### src/rtl/issue_hazard_unit.sv
// Decode-stage issue gate sitting between IF/ID and the control unit.
// Each cycle it either forwards the fetched instruction or substitutes a stall
// instruction. Substitution happens for RAW hazards against recently issued
// destinations, for the follow-up cycles of vector loads and stores, and for
// branch flushes. While a substitution is in progress it holds the fetch stage.
//
// Ports:
//   clk, rst                 clock (rising edge), asynchronous active-low reset
//   in_valid                 IF/ID holds a real instruction
//   instruction_type_i       fetched instruction class
//   opcode_i                 fetched opcode
//   rd_i                     destination register address
//   src{1,2}_used_i          source operand is read
//   src{1,2}_vec_i           source is a vector register (else scalar)
//   src{1,2}_i               source register addresses
//   flush_i                  taken branch in EX; kill the decode-stage instruction
//   stall_fetch              hold PC and IF/ID this cycle (combinational)
//   instruction_type_o       registered class to the control unit
//   opcode_o                 registered opcode to the control unit
//   rd_o, src1_o, src2_o     registered register fields
//   bubble_o                 registered; current output is a substituted stall
module issue_hazard_unit #(
    parameter int unsigned REG_W         = 4,
    parameter int unsigned HAZARD_WINDOW = 3,
    parameter int unsigned VMEM_CYCLES   = 4
) (
    input  logic             clk,
    input  logic             rst,
    input  logic             in_valid,
    input  logic [1:0]       instruction_type_i,
    input  logic [4:0]       opcode_i,
    input  logic [REG_W-1:0] rd_i,
    input  logic             src1_used_i,
    input  logic             src2_used_i,
    input  logic             src1_vec_i,
    input  logic             src2_vec_i,
    input  logic [REG_W-1:0] src1_i,
    input  logic [REG_W-1:0] src2_i,
    input  logic             flush_i,
    output logic             stall_fetch,
    output logic [1:0]       instruction_type_o,
    output logic [4:0]       opcode_o,
    output logic [REG_W-1:0] rd_o,
    output logic [REG_W-1:0] src1_o,
    output logic [REG_W-1:0] src2_o,
    output logic             bubble_o
);

    localparam int unsigned CNT_W       = 4;
    localparam logic [1:0]  TYPE_STALL  = 2'b01;
    localparam logic [4:0]  OP_STALL    = 5'b00101;
    localparam logic [4:0]  OP_STALL_RD = 5'b00110;
    localparam logic [4:0]  OP_STALL_WR = 5'b00111;

    typedef enum logic [1:0] {
        ST_ISSUE = 2'd0,
        ST_VLD   = 2'd1,
        ST_VST   = 2'd2
    } state_t;

    state_t           state;
    state_t           state_nxt;
    logic [CNT_W-1:0] count;
    logic [CNT_W-1:0] count_nxt;

    // Scoreboard of recently issued destinations, entry 0 is the youngest
    logic [HAZARD_WINDOW-1:0]            sb_valid;
    logic [HAZARD_WINDOW-1:0]            sb_vec;
    logic [HAZARD_WINDOW-1:0][REG_W-1:0] sb_addr;

    logic is_scalar_wr;
    logic is_vec_wr;
    logic is_vld;
    logic is_vst;
    logic raw;
    logic hazard;

    logic [1:0]       type_d;
    logic [4:0]       op_d;
    logic [REG_W-1:0] rd_d;
    logic [REG_W-1:0] src1_d;
    logic [REG_W-1:0] src2_d;
    logic             bubble_d;
    logic             sb_ld_valid;
    logic             sb_ld_vec;

    // Destination class of the fetched instruction
    always_comb begin
        is_scalar_wr = ((instruction_type_i == 2'b01) && ((opcode_i <= 5'd4) || opcode_i[4]))
                    || ((instruction_type_i == 2'b00) && (opcode_i[4:3] == 2'b00));
        is_vec_wr    = (instruction_type_i == 2'b11)
                    || ((instruction_type_i == 2'b00) && (opcode_i[4:3] == 2'b10));
        is_vld       = (instruction_type_i == 2'b00) && (opcode_i[4:3] == 2'b10);
        is_vst       = (instruction_type_i == 2'b00) && (opcode_i[4:3] == 2'b11);
    end

    // RAW check; scalar and vector register files are separate namespaces
    always_comb begin
        raw = 1'b0;
        for (int i = 0; i < int'(HAZARD_WINDOW); i++) begin
            if (sb_valid[i]) begin
                if (src1_used_i && (src1_vec_i == sb_vec[i]) && (src1_i == sb_addr[i])) begin
                    raw = 1'b1;
                end
                if (src2_used_i && (src2_vec_i == sb_vec[i]) && (src2_i == sb_addr[i])) begin
                    raw = 1'b1;
                end
            end
        end
        hazard = in_valid && raw;
    end

    // State register
    always_ff @(posedge clk or negedge rst) begin
        if (!rst) begin
            state <= ST_ISSUE;
            count <= '0;
        end else begin
            state <= state_nxt;
            count <= count_nxt;
        end
    end

    // Next-state logic
    always_comb begin
        state_nxt = state;
        count_nxt = count;
        case (state)
            ST_ISSUE: begin
                if (!flush_i && !hazard && in_valid) begin
                    if (is_vld) begin
                        state_nxt = ST_VLD;
                        count_nxt = CNT_W'(VMEM_CYCLES);
                    end else if (is_vst) begin
                        state_nxt = ST_VST;
                        count_nxt = CNT_W'(VMEM_CYCLES);
                    end
                end
            end
            ST_VLD, ST_VST: begin
                if (flush_i) begin
                    state_nxt = ST_ISSUE;
                    count_nxt = '0;
                end else begin
                    count_nxt = count - CNT_W'(1);
                    // Last follow-up cycle: the count reaches zero on this edge
                    if (count == CNT_W'(1)) begin
                        state_nxt = ST_ISSUE;
                    end
                end
            end
            default: begin
                state_nxt = ST_ISSUE;
                count_nxt = '0;
            end
        endcase
    end

    // Output logic: next values of the output registers, scoreboard load, fetch hold
    always_comb begin
        type_d      = TYPE_STALL;
        op_d        = OP_STALL;
        rd_d        = '0;
        src1_d      = '0;
        src2_d      = '0;
        bubble_d    = 1'b1;
        sb_ld_valid = 1'b0;
        sb_ld_vec   = 1'b0;
        stall_fetch = 1'b0;
        case (state)
            ST_ISSUE: begin
                if (flush_i) begin
                    stall_fetch = 1'b0;
                end else if (hazard) begin
                    stall_fetch = 1'b1;
                end else if (in_valid) begin
                    type_d      = instruction_type_i;
                    op_d        = opcode_i;
                    rd_d        = rd_i;
                    src1_d      = src1_i;
                    src2_d      = src2_i;
                    bubble_d    = 1'b0;
                    sb_ld_valid = is_scalar_wr || is_vec_wr;
                    sb_ld_vec   = is_vec_wr;
                end
            end
            ST_VLD, ST_VST: begin
                if (!flush_i) begin
                    // Keep the memory op's register fields on the bus during follow-ups
                    op_d        = (state == ST_VLD) ? OP_STALL_RD : OP_STALL_WR;
                    rd_d        = rd_o;
                    src1_d      = src1_o;
                    src2_d      = src2_o;
                    stall_fetch = 1'b1;
                end
            end
            default: begin
                stall_fetch = 1'b0;
            end
        endcase
    end

    // Output registers and scoreboard shift
    always_ff @(posedge clk or negedge rst) begin
        if (!rst) begin
            instruction_type_o <= TYPE_STALL;
            opcode_o           <= OP_STALL;
            rd_o               <= '0;
            src1_o             <= '0;
            src2_o             <= '0;
            bubble_o           <= 1'b1;
            sb_valid           <= '0;
            sb_vec             <= '0;
            sb_addr            <= '0;
        end else begin
            instruction_type_o <= type_d;
            opcode_o           <= op_d;
            rd_o               <= rd_d;
            src1_o             <= src1_d;
            src2_o             <= src2_d;
            bubble_o           <= bubble_d;
            for (int i = 1; i < int'(HAZARD_WINDOW); i++) begin
                sb_valid[i] <= sb_valid[i-1];
                sb_vec[i]   <= sb_vec[i-1];
                sb_addr[i]  <= sb_addr[i-1];
            end
            sb_valid[0] <= sb_ld_valid;
            sb_vec[0]   <= sb_ld_vec;
            sb_addr[0]  <= rd_d;
        end
    end

endmodule
### config.mk
export PLATFORM = sky130hd
export DESIGN_NAME = issue_hazard_unit
export DESIGN_NICKNAME = d
export VERILOG_FILES = /design/src/rtl/issue_hazard_unit.sv
export SDC_FILE = /design/constraint.sdc
export NUM_CORES = 1
export LEC_CHECK = 0
export ABC_AREA = 1
export CAP_MARGIN = 0
export CORE_MARGIN = 4
export CORE_UTILIZATION = 45
export CTS_CLUSTER_SIZE = 28
export DETAILED_ROUTE_END_ITERATION = 7
export PLACE_DENSITY = 0.72
export SYNTH_ARGS = -nofsm -noshare
export SYNTH_HDL_FRONTEND = slang
export SYNTH_SLANG_ARGS = --single-unit
### constraint.sdc
create_clock -name clk -period 1.7 [get_ports clk]
set_clock_uncertainty 0.05 [all_clocks]
set_input_delay 0.255 -clock clk [delete_from_list [all_inputs] [get_ports clk]]
set_output_delay 0.255 -clock clk [all_outputs]
set_load 0.02 [all_outputs]
==> flow_summary.ini, run 1 <==
[synthesis]
yosysSeqAreaShare_pct = 44.5
synth_cells = 299
synth_simple_gate_area_share_pct = 33.2
synth_cell_types = 29
netlist_area_mm2 = 0.00226
synth_mux_area_share_pct = 0
synthesis.nets = 332
synth_compound_area_share_pct = 7.87
ys_warn_count = 0
synth_xor_area_share_pct = 2.33
syn_area_per_cell_um2 = 7.55
synth_top_family_by_area = simple AND/OR/NAND/NOR gates
synth_seq_cells = 40
synth_fa_ha_area_share_pct = 3.32

[power_and_ir_drop]
power_leakage_uw = 0.00169
swShare_pct = 37.3
combinationalPowerShare_pct = 43.7
powerDensity_mw_per_mm2 = 1130
switching_power_uw = 1370
p_seq_share_pct = 35.1
power.internal_uw = 2300
p_clk_share_pct = 21.3
ir_drop_mv = 0.610

[clock_network]
htree_levels = 2
cts_buffer_depth = 2
cts_sinks = 40
clk_pin_slew_worst_paths_ns = 0.08
root_buffer = clkbuf_8
numCtsBuffers = 5
cts_tree = done
insertion_delay_ns = 0.29

[route]
wl_um = 5810
vias_per_cell = 4.67
dr_total_vias = 2121
wire_per_inst_um = 12.8
drc = 0
ant_nets = 0
drtIter0Drc = 117
firstDrtPassIters = 4

[setup_path]
rr_endpoint = count[2]
critical_path_class = reg2out
worst-path-max-fanout = 5
crit_slowest_cell = dfrtp_1
r2r_slack_ns = -0.08
crit_path_cell_trace = xor2_1 > nor2_1 > nand3_1 > nand2_1 > nand2_2 > inv_4 > nor2_8 > o21ai_4 > buf_6
ff2ff_path_depth = 13
start_kind = flip-flop
cpPeakStageDelay_ns = 0.43
worstPathArrival_ns = 1.65
required_ns = 1.39
worstReg2RegStart = sb_addr[2]
worstSetupEndpointType = output port

[min_path]
hold_end = sb_valid[2]
hold_depth = 0
hp-start = sb_valid[1]
hp-class = reg2reg

[die]
ios = 48
rows = 25
initial_utilization_pct = 47.2
dieArea_mm2 = 0.00622
die_x_um = 78.8
dieHeight_um = 78.8
core_area_mm2 = 0.00479

[outcome]
status = finished with violations
violations = setup timing

[cells_and_area]
area_growth_pct = 43.3
drive_gt1_share_pct = 23.3
nFillCells = 392
fin_nets = 419
final_area_mm2 = 0.00324
instances_no_fill = 454
diodes = 0

[timing]
tightestPinTransition_ns = 0.489
setup_ws_ns = -0.257
clock.fmax_mhz = 511
fin_tns_setup_ns = -0.633
min_period_ns = 1.96
setup_viol = 8
rsz0062_at_grt = yes
fin_crit_sh_pct = 115
finalMaxSlewViolations = 0
final_hold_viol_count = 0
slew_headroom_pct = 67.1

[global_route]
grtUsageMet3_pct = 4.08
grt-busiest-layer = met2
antenna_found_initial = 0
grt_pass1_wl_um = 9530
grtUsageMet1_pct = 28.0
grt_max_degree = 41
grtUsageMet2_pct = 30.0
grt-ovfl-total = 0
grt_usage_pct = 19.7
grt_pass1_vias = 2014

[placement]
place_hpwl_um = 4240
dpl_cell_area_mm2 = 0.00303
globalplace.congestion = 0.867
dp.cells = 438
pre_cts_slack_ns = -0.894
port_buffers = 47

[job]
cap_violations = 0
-- registers in the layout (all words and copies together), names as in the netlist --
register            flops
sb_vec                  3
instruction_type_o      2
sb_valid                3
state                   2
count                   4
sb_addr                12
bubble_o                1
src1_o                  4
src2_o                  4
opcode_o                5
-- routing by layer --
metal	vias up	part of all wire (%)
li1	1097	-
met1	956	48
met2	59	46
met3	9	4.8
met4	0	1.4
met5	-	0
-- per-stage QoR --
step                hold WS [ns]  power (uW)  util, %
floorplan                -0.0906        2200        -
global placement           0.189        2830     63.2
detailed placement         0.202        2850     63.2
CTS                        0.348        3640     66.1
global route               0.358        3930     67.6
finish                     0.350        3660     67.6
-- critical path, delay by kind of cell (launching register included) --
family	cells	cell delay, ns
DFF	1	0.43
and+or+nand+nor	5	0.42
buffers and inverters	2	0.22
xor gates and xnor gates	1	0.18
AOI/OAI and AO/OA	1	0.12
-- worst max path at each step --
stage                   to       start  cells past startpoint
6_report       stall_fetch  sb_addr[3]                      9
5_1_grt        stall_fetch  sb_addr[4]                     11
4_1_cts        stall_fetch  sb_addr[3]                      9
3_5_place_dp   stall_fetch   src2_i[1]                     12
3_3_place_gp   stall_fetch   src2_i[1]                     12
2_1_floorplan  stall_fetch    state[0]                      7
-- cell families after synthesis --
family / count (synthesis)
buffers and inverters: 46
flip-flops: 40
AO/OA/AOI/OAI: 30
adder cells (fa/ha/maj): 6
XOR/XNOR: 6
AND/OR/NAND/NOR: 171
-- timing repair --
action / CTS / global route
setup buffers: 2 / 4
pin swaps: 8 / 11
cloned: 1 / 0
setup endpoints to repair: 33 / 27
hold endpoints to repair: 36 / 0
hold buffers: 1 / 0
resized for setup: 35 / 13
-- power by group through the flow --
| stage | sequential (uW) | combinational (uW) | clock [uW] |
|---|---|---|---|
| after floorplan | 1390 | 810 | 0 |
| after global placement | 1300 | 1540 | 0 |
| after detailed placement | 1300 | 1550 | 0 |
| after CTS | 1280 | 1560 | 795 |
| after global routing | 1310 | 1780 | 840 |
| final | 1290 | 1600 | 780 |
-- layout make-up --
type	count	area, um^2	area share [%]
multi-input combinational	214	1130	34.8
sequential	40	1010	31.1
timing repair buffer	87	763	23.6
inverter	38	145	4.49
tap	67	83.8	2.59
clock buffer	5	68.8	2.13
clock inverter	3	42.5	1.31
-- layout by cell type, fill, tap and decap left out, types with 3 or more instances in the layout --
cell	instances
ha_1	6
xor2_1	5
inv_2	8
clkdlybuf4s50_1	27
nor2_2	6
inv_1	29
nand4_1	3
nand3_1	13
o21ai_1	11
buf_4	37
dlygate4sd2_1	18
dfstp_2	4
clkbuf_8	5
o21ai_0	4
dfrtp_1	36
nor2_1	30
nand2_2	5
a21oi_1	5
o21ai_2	5
nand2_1	106
-- cell usage after synthesis --
library cell	n	area [um^2]
nor3_1	1	5.00
a21oi_1	6	30.0
nand2_2	4	25.0
o21ai_2	3	26.3
nor4_1	1	6.26
dfrtp_1	36	901
o22ai_2	2	25.0
buf_6	1	11.3
o21ai_0	15	75.1
nor2_2	4	25.0
xnor2_1	1	8.76
inv_2	7	26.3
ha_1	6	75.1
nor2_8	1	20.0
buf_2	1	5.00
nand2_4	2	22.5
nand3_1	14	70.1
nand3b_4	1	20.0
buf_4	4	30.0
nand2_1	107	402
inv_1	31	116
nor2_1	32	120
xor2_1	5	43.8
clkbuf_1	2	7.51
nand4_1	3	18.8
o22ai_1	1	6.26
dfstp_2	4	105
o21ai_1	3	15.0
nor3_4	1	16.3
(Power assumes the default switching activity.)
==> run 2, diff against run 1 <==
--- a/config.mk
+++ b/config.mk
@@ -7,7 +7,6 @@
 export LEC_CHECK = 0
 export ABC_AREA = 1
 export CAP_MARGIN = 0
-export CORE_MARGIN = 4
 export CORE_UTILIZATION = 45
 export CTS_CLUSTER_SIZE = 28
 export DETAILED_ROUTE_END_ITERATION = 7
==> run 2 against run 1 <==
Clock power up 8.2%. Final cell count increased by 0.88%. Sequential power is essentially flat. Utilization up 2.3 points. The flow still finishes with violations (setup timing). Count of clock-buffer cells in the layout increased by 2. Highest routed layer unchanged. Combinational power increased by 5%. Global-route usage increased by 4.4 points. Sequential cell count did not move. Worst setup slack better by 0.016 ns. Largest power group unchanged. Sequential share of layout area is 0.96 points lower. Critical path depth stayed put.
==> flow_summary.ini, run 2 (synthesized netlist as in run 1, its figures left out) <==
[cells_and_area]
drive_gt1_share_pct = 26.6
regMostFlops = sb_addr
largest_reg_flops = 12
diodes = 0
final_common_cell = nand2_1
finalCoreUtilization_pct = 69.9
fin_nets = 423
reg_top3 = sb_addr x12, opcode_o x5
final_cell_mix = 105 x nand2_1, 36 x buf_4, 34 x dfrtp_1, 31 x nor2_1, 28 x inv_1
area_growth_pct = 48.2
final_area_mm2 = 0.00335
nFillCells = 366

[setup_path]
crit_path_cell_trace = xor2_1 > nor2_1 > nand3_1 > nand2_1 > nand2_2 > inv_4 > nor2_8 > o21ai_4 > buf_6
critical_path_buf_inv_count = 2
crit_slowest_cell = dfrtp_1
crit_family = flip-flops
worstSetupEndpointType = output port
worstPathArrival_ns = 1.64
critical_path_class = reg2out
required_ns = 1.39
start_kind = flip-flop
cpPeakStageDelay_ns = 0.44
worst-path-max-fanout = 4

[placement]
pre_cts_slack_ns = -0.925
dpl_cell_area_mm2 = 0.00303
globalplace.congestion = 0.901
port_buffers = 47
place_hpwl_um = 4420

[die]
core_area_mm2 = 0.00479
dieArea_mm2 = 0.00531
initial_utilization_pct = 47.2
ios = 48
die_x_um = 72.8
rows = 25
dieHeight_um = 72.8

[timing]
setup_ws_ns = -0.241
min_period_ns = 1.94
fin_tns_setup_ns = -2.34
slew_headroom_pct = 68.0
setup_viol = 26
clock.fmax_mhz = 515
final_hold_viol_count = 0
hold_ws_ns = 0.350
tightestPinTransition_ns = 0.480
finalMaxSlewViolations = 0
rsz0062_at_grt = yes
fin_crit_sh_pct = 114

[min_path]
hp-class = reg2reg

[outcome]
violations = setup timing
status = finished with violations

[route]
ant_nets = 0
wl_um = 6190
wire_per_inst_um = 13.5
dr_total_vias = 2181
drtIter0Drc = 146
drc = 0
firstDrtPassIters = 4
vias_per_cell = 4.76

[power_and_ir_drop]
swShare_pct = 37.1
power.internal_uw = 2400
ir_drop_mv = 0.745
switching_power_uw = 1420
power_leakage_uw = 0.00175
p_seq_share_pct = 33.9
p_clk_share_pct = 22.1
combinationalPowerShare_pct = 44.0
powerDensity_mw_per_mm2 = 1140

[global_route]
grt_pass1_wl_um = 9520
grt-ovfl-total = 0
antenna_found_initial = 0
grt_pass1_vias = 1981
grt_usage_pct = 24.1
grt_max_degree = 22

[clock_network]
clk_pin_slew_worst_paths_ns = 0.08
cts_tree = done
cts_buffer_depth = 2
htree_levels = 2
numCtsBuffers = 5
root_buffer = clkbuf_8
cts_sinks = 40
insertion_delay_ns = 0.29

[job]
cap_violations = 0
[run 2: changes by cell type in the layout (fill, tap and decap cells not counted), sizes merged]
cell           before  now
clkbuf              5    7
nand2             114  116
dlymetal6s2s        0    1
buf                41   43
clkinvlp            1    0
clkinv              1    0
clkdlybuf4s50      27   26
[run 2: per-stage QoR]
step / power, uW / cells
after floorplan: 2200 / 299
after global placement: 2830 / 438
after detailed placement: 2860 / 438
after CTS: 3720 / 450
after global routing: 4080 / 458
final: 3820 / 458
[run 2: area by class of cell]
class	count	area (um^2)	share of cell area, %
clock buffer	7	96.3	2.88
clock inverter	1	30.0	0.897
inverter	38	145	4.34
multi-input combinational	216	1190	35.5
sequential	40	1010	30.1
tap	67	83.8	2.50
timing repair buffer	89	796	23.8
[run 2: worst paths after layout]
kind	slack, ns	end	start	cells after the start
max	-0.24	stall_fetch	sb_addr[3]	9
min reg2reg	0.35	sb_valid[1]	sb_valid[0]	0
min	0.35	sb_valid[1]	sb_valid[0]	0
min in group asynchronous	0.41	src1_o[1]	rst	2
max in group asynchronous	0.71	sb_addr[0]	rst	3
max reg2reg	-0.14	count[3]	sb_addr[2]	13
[run 2: timing repair]
action                                  4_1_cts  5_1_grt
buffers inserted                              3        5
endpoints found under the setup margin       34       28
cloned                                        0        3
pin swaps                                    19       12
gates resized for setup                      41       28
hold endpoints to repair                     15        0
hold buffers                                  1        0
[run 2: power by group through the flow]
| stage | sequential [uW] | clock [uW] | combinational [uW] |
|---|---|---|---|
| 6_report | 1290 | 844 | 1680 |
| 5_1_grt | 1320 | 911 | 1850 |
| 4_1_cts | 1290 | 865 | 1570 |
| 3_5_place_dp | 1300 | 0 | 1560 |
| 3_3_place_gp | 1300 | 0 | 1540 |
| 2_1_floorplan | 1390 | 0 | 810 |
[run 2: metal layers]
layer,track usage (%),wire length (um)
met4,6.10,91
met5,0,0
met3,5.25,313
met2,37.2,2910
met1,34.5,2880
==> run 3, diff against run 2 <==
--- a/config.mk
+++ b/config.mk
@@ -5,12 +5,12 @@
 export SDC_FILE = /design/constraint.sdc
 export NUM_CORES = 1
 export LEC_CHECK = 0
-export ABC_AREA = 1
 export CAP_MARGIN = 0
-export CORE_UTILIZATION = 45
+export CORE_UTILIZATION = 49
 export CTS_CLUSTER_SIZE = 28
 export DETAILED_ROUTE_END_ITERATION = 7
-export PLACE_DENSITY = 0.72
+export GPL_TIMING_DRIVEN = 1
+export PLACE_DENSITY = 0.79
 export SYNTH_ARGS = -nofsm -noshare
 export SYNTH_HDL_FRONTEND = slang
 export SYNTH_SLANG_ARGS = --single-unit
==> run 3 against run 2 <==
The run still ends with setup timing left. Via count shrank 13%. Synthesized area shrank 9.0%. Utilization grew 9.2 points. Count of clock-buffer cells in the layout shrank 1. Global-route usage grew 4.3 points. Design area shrank 5.4%. Combinational power shrank 18%. Critical endpoint unchanged. Highest routed layer unchanged.
==> flow_summary.ini, run 3 <==
[outcome]
status = finished with violations
violations = setup timing

[synthesis]
synthMostInstantiatedCell = dfrtp_1
synth_compound_area_share_pct = 10.4
ys.flop_type = dfrtp_1
yosysSeqAreaShare_pct = 49.0
synth_xor_area_share_pct = 12.8
syn_area_per_cell_um2 = 10.1
synth_area_leaders = dfrtp_1 44%, xnor2_1 13%, nand2_1 5.8%
synth_edf_count = 0
yosysTopAreaCellShare_pct = 43.8
synth_fa_ha_area_share_pct = 3.65
netlist_area_mm2 = 0.00205
synth_top_family_by_area = simple AND/OR/NAND/NOR gates
synth_simple_gate_area_share_pct = 18.2
synthesis.nets = 237
yosys.area.top_type = dfrtp_1
ys_warn_count = 0
synth_cells = 204
synth_cell_types = 35
ys_top_cells_by_count = 36 x dfrtp_1, 32 x nand2_1, 30 x xnor2_1
synth_mux_area_share_pct = 1.58
synth_seq_cells = 40
synthArstFlopShare_pct = 100

[die]
ios = 48
core_area_mm2 = 0.00400
initial_utilization_pct = 51.4
die_x_um = 66.8
dieHeight_um = 66.8
rows = 23
dieArea_mm2 = 0.00446

[placement]
place_hpwl_um = 3740
dp.cells = 323
globalplace.congestion = 0.921
port_buffers = 47

[route]
dr_total_vias = 1898
wl_um = 6120
ant_nets = 0
wire_per_inst_um = 18.0
firstDrtPassIters = 4
vias_per_cell = 5.58
drtIter0Drc = 96
drc = 0

[power_and_ir_drop]
ir_drop_mv = 0.683
power_leakage_uw = 0.00141
powerDensity_mw_per_mm2 = 1080

[clock_network]
cts_buffer_depth = 2
insertion_delay_ns = 0.30
htree_levels = 2
root_buffer = clkbuf_8
clk_pin_slew_worst_paths_ns = 0.08
cts_tree = done
cts_sinks = 40
numCtsBuffers = 5

[cells_and_area]
diodes = 0
final_cell_mix = 33 x dfrtp_1, 32 x nand2_1, 30 x buf_4, 27 x clkdlybuf4s50_1, 25 x xnor2_1
largest_reg_flops = 12
instances_no_fill = 340
fin_nets = 322
final_common_cell = dfrtp_1
reg_top3 = sb_addr x12, opcode_o x5
drive_gt1_share_pct = 32.1
finalCoreUtilization_pct = 79.1
regMostFlops = sb_addr
area_growth_pct = 54.1

[min_path]
hp-start = sb_valid[1]
hp-class = reg2reg
hold_end = sb_valid[2]
hold_depth = 0

[global_route]
grt_pass1_wl_um = 8920
grt_pass1_vias = 1835
grt-ovfl-total = 0
antenna_found_initial = 0
grt_usage_pct = 28.4
grt_max_degree = 23

[timing]
rsz0062_at_grt = yes
min_period_ns = 2.05
fin_crit_sh_pct = 121
slew_headroom_pct = 67.8
clock.fmax_mhz = 488
hold_ws_ns = 0.361
tightestPinTransition_ns = 0.483
setup_ws_ns = -0.351
finalMaxSlewViolations = 0
final_hold_viol_count = 0
setup_viol = 28

[setup_path]
required_ns = 1.39
worstPathArrival_ns = 1.75
ff2ff_path_depth = 7
worst-path-max-fanout = 3
worstSetupEndpointType = output port
critical_path_class = reg2out
worstReg2RegStart = sb_addr[0]
rr_endpoint = count[0]
r2r_slack_ns = -0.23
start_kind = flip-flop

[job]
cap_violations = 0
[run 3: cell types whose count changed after synthesis, sizes merged, moves of 5 or more]
cell   delta
nand2    -80
xnor2    +29
nor2     -28
o21ai     -5
xor2      -5
inv      -31
[run 3: final cells by class]
class / count / area, um^2
clock buffer: 6 / 72.6
clock inverter: 2 / 35.0
fill: 237 / 835
inverter: 7 / 26.3
multi-input combinational: 150 / 1170
sequential: 40 / 1010
tap: 50 / 62.6
timing repair buffer: 85 / 792
[run 3: worst max-delay path, cell delays in order (launching register included)]
cell and delay [ns]:
dfrtp_2 0.46, xnor2_1 0.20, nand4_1 0.12, o22a_1 0.23, nand3_2 0.08, a31oi_1 0.07, nor2_1 0.13, buf_4 0.16
[run 3: stage by stage]
stage	power, uW	setup TNS (ns)	setup slack [ns]	cell area (um^2)
after global routing	3570	-5.90	-0.444	3170
final	3410	-3.72	-0.351	3170
after global placement	2380	-14.15	-0.897	2760
after floorplan	1920	0	0.0147	2050
after detailed placement	2420	-15.26	-0.949	2760
after CTS	3290	-2.49	-0.328	3050
[run 3: cell families after synthesis]
kind of cell,Yosys count
AND/OR/NAND/NOR,76
flip-flops,40
AO/OA/AOI/OAI,33
XOR/XNOR,30
buffers and inverters,16
adder cells (fa/ha/maj),6
multiplexers,3
[run 3: metal layers]
layer / vias up / GRT usage, % / wire length [um]
met2: 63 / 46.7 / 3110
li1: 863 / - / -
met4: 0 / 10.9 / 157
met5: - / 0 / 0
met1: 957 / 35.6 / 2520
met3: 15 / 7.19 / 338
[run 3: worst max path at each step]
stage          startpoint     endpoint  depth (start not counted)
3_5_place_dp    src2_i[1]  stall_fetch                          8
6_report       sb_addr[1]  stall_fetch                          7
2_1_floorplan  sb_addr[0]     count[0]                          6
3_3_place_gp    src2_i[1]  stall_fetch                          8
5_1_grt        sb_addr[5]  stall_fetch                          7
4_1_cts        sb_addr[9]  stall_fetch                          7
[run 3: power breakdown]
group          internal [uW]  leakage [uW]  total [uW]  switching [uW]
Combinational            642      0.000829        1370             727
Sequential              1130      0.000526        1270             140
Clock                    436     0.0000552         774             338
Total                   2210       0.00141        3410            1200
[run 3: what timing repair did]
item,4_1_cts,5_1_grt
resized for setup,53,24
buffers inserted,6,2
hold buffers,1,0
hold endpoints to repair,15,0
pin swaps,29,19
endpoints found under the setup margin,35,31
gates cloned,2,0
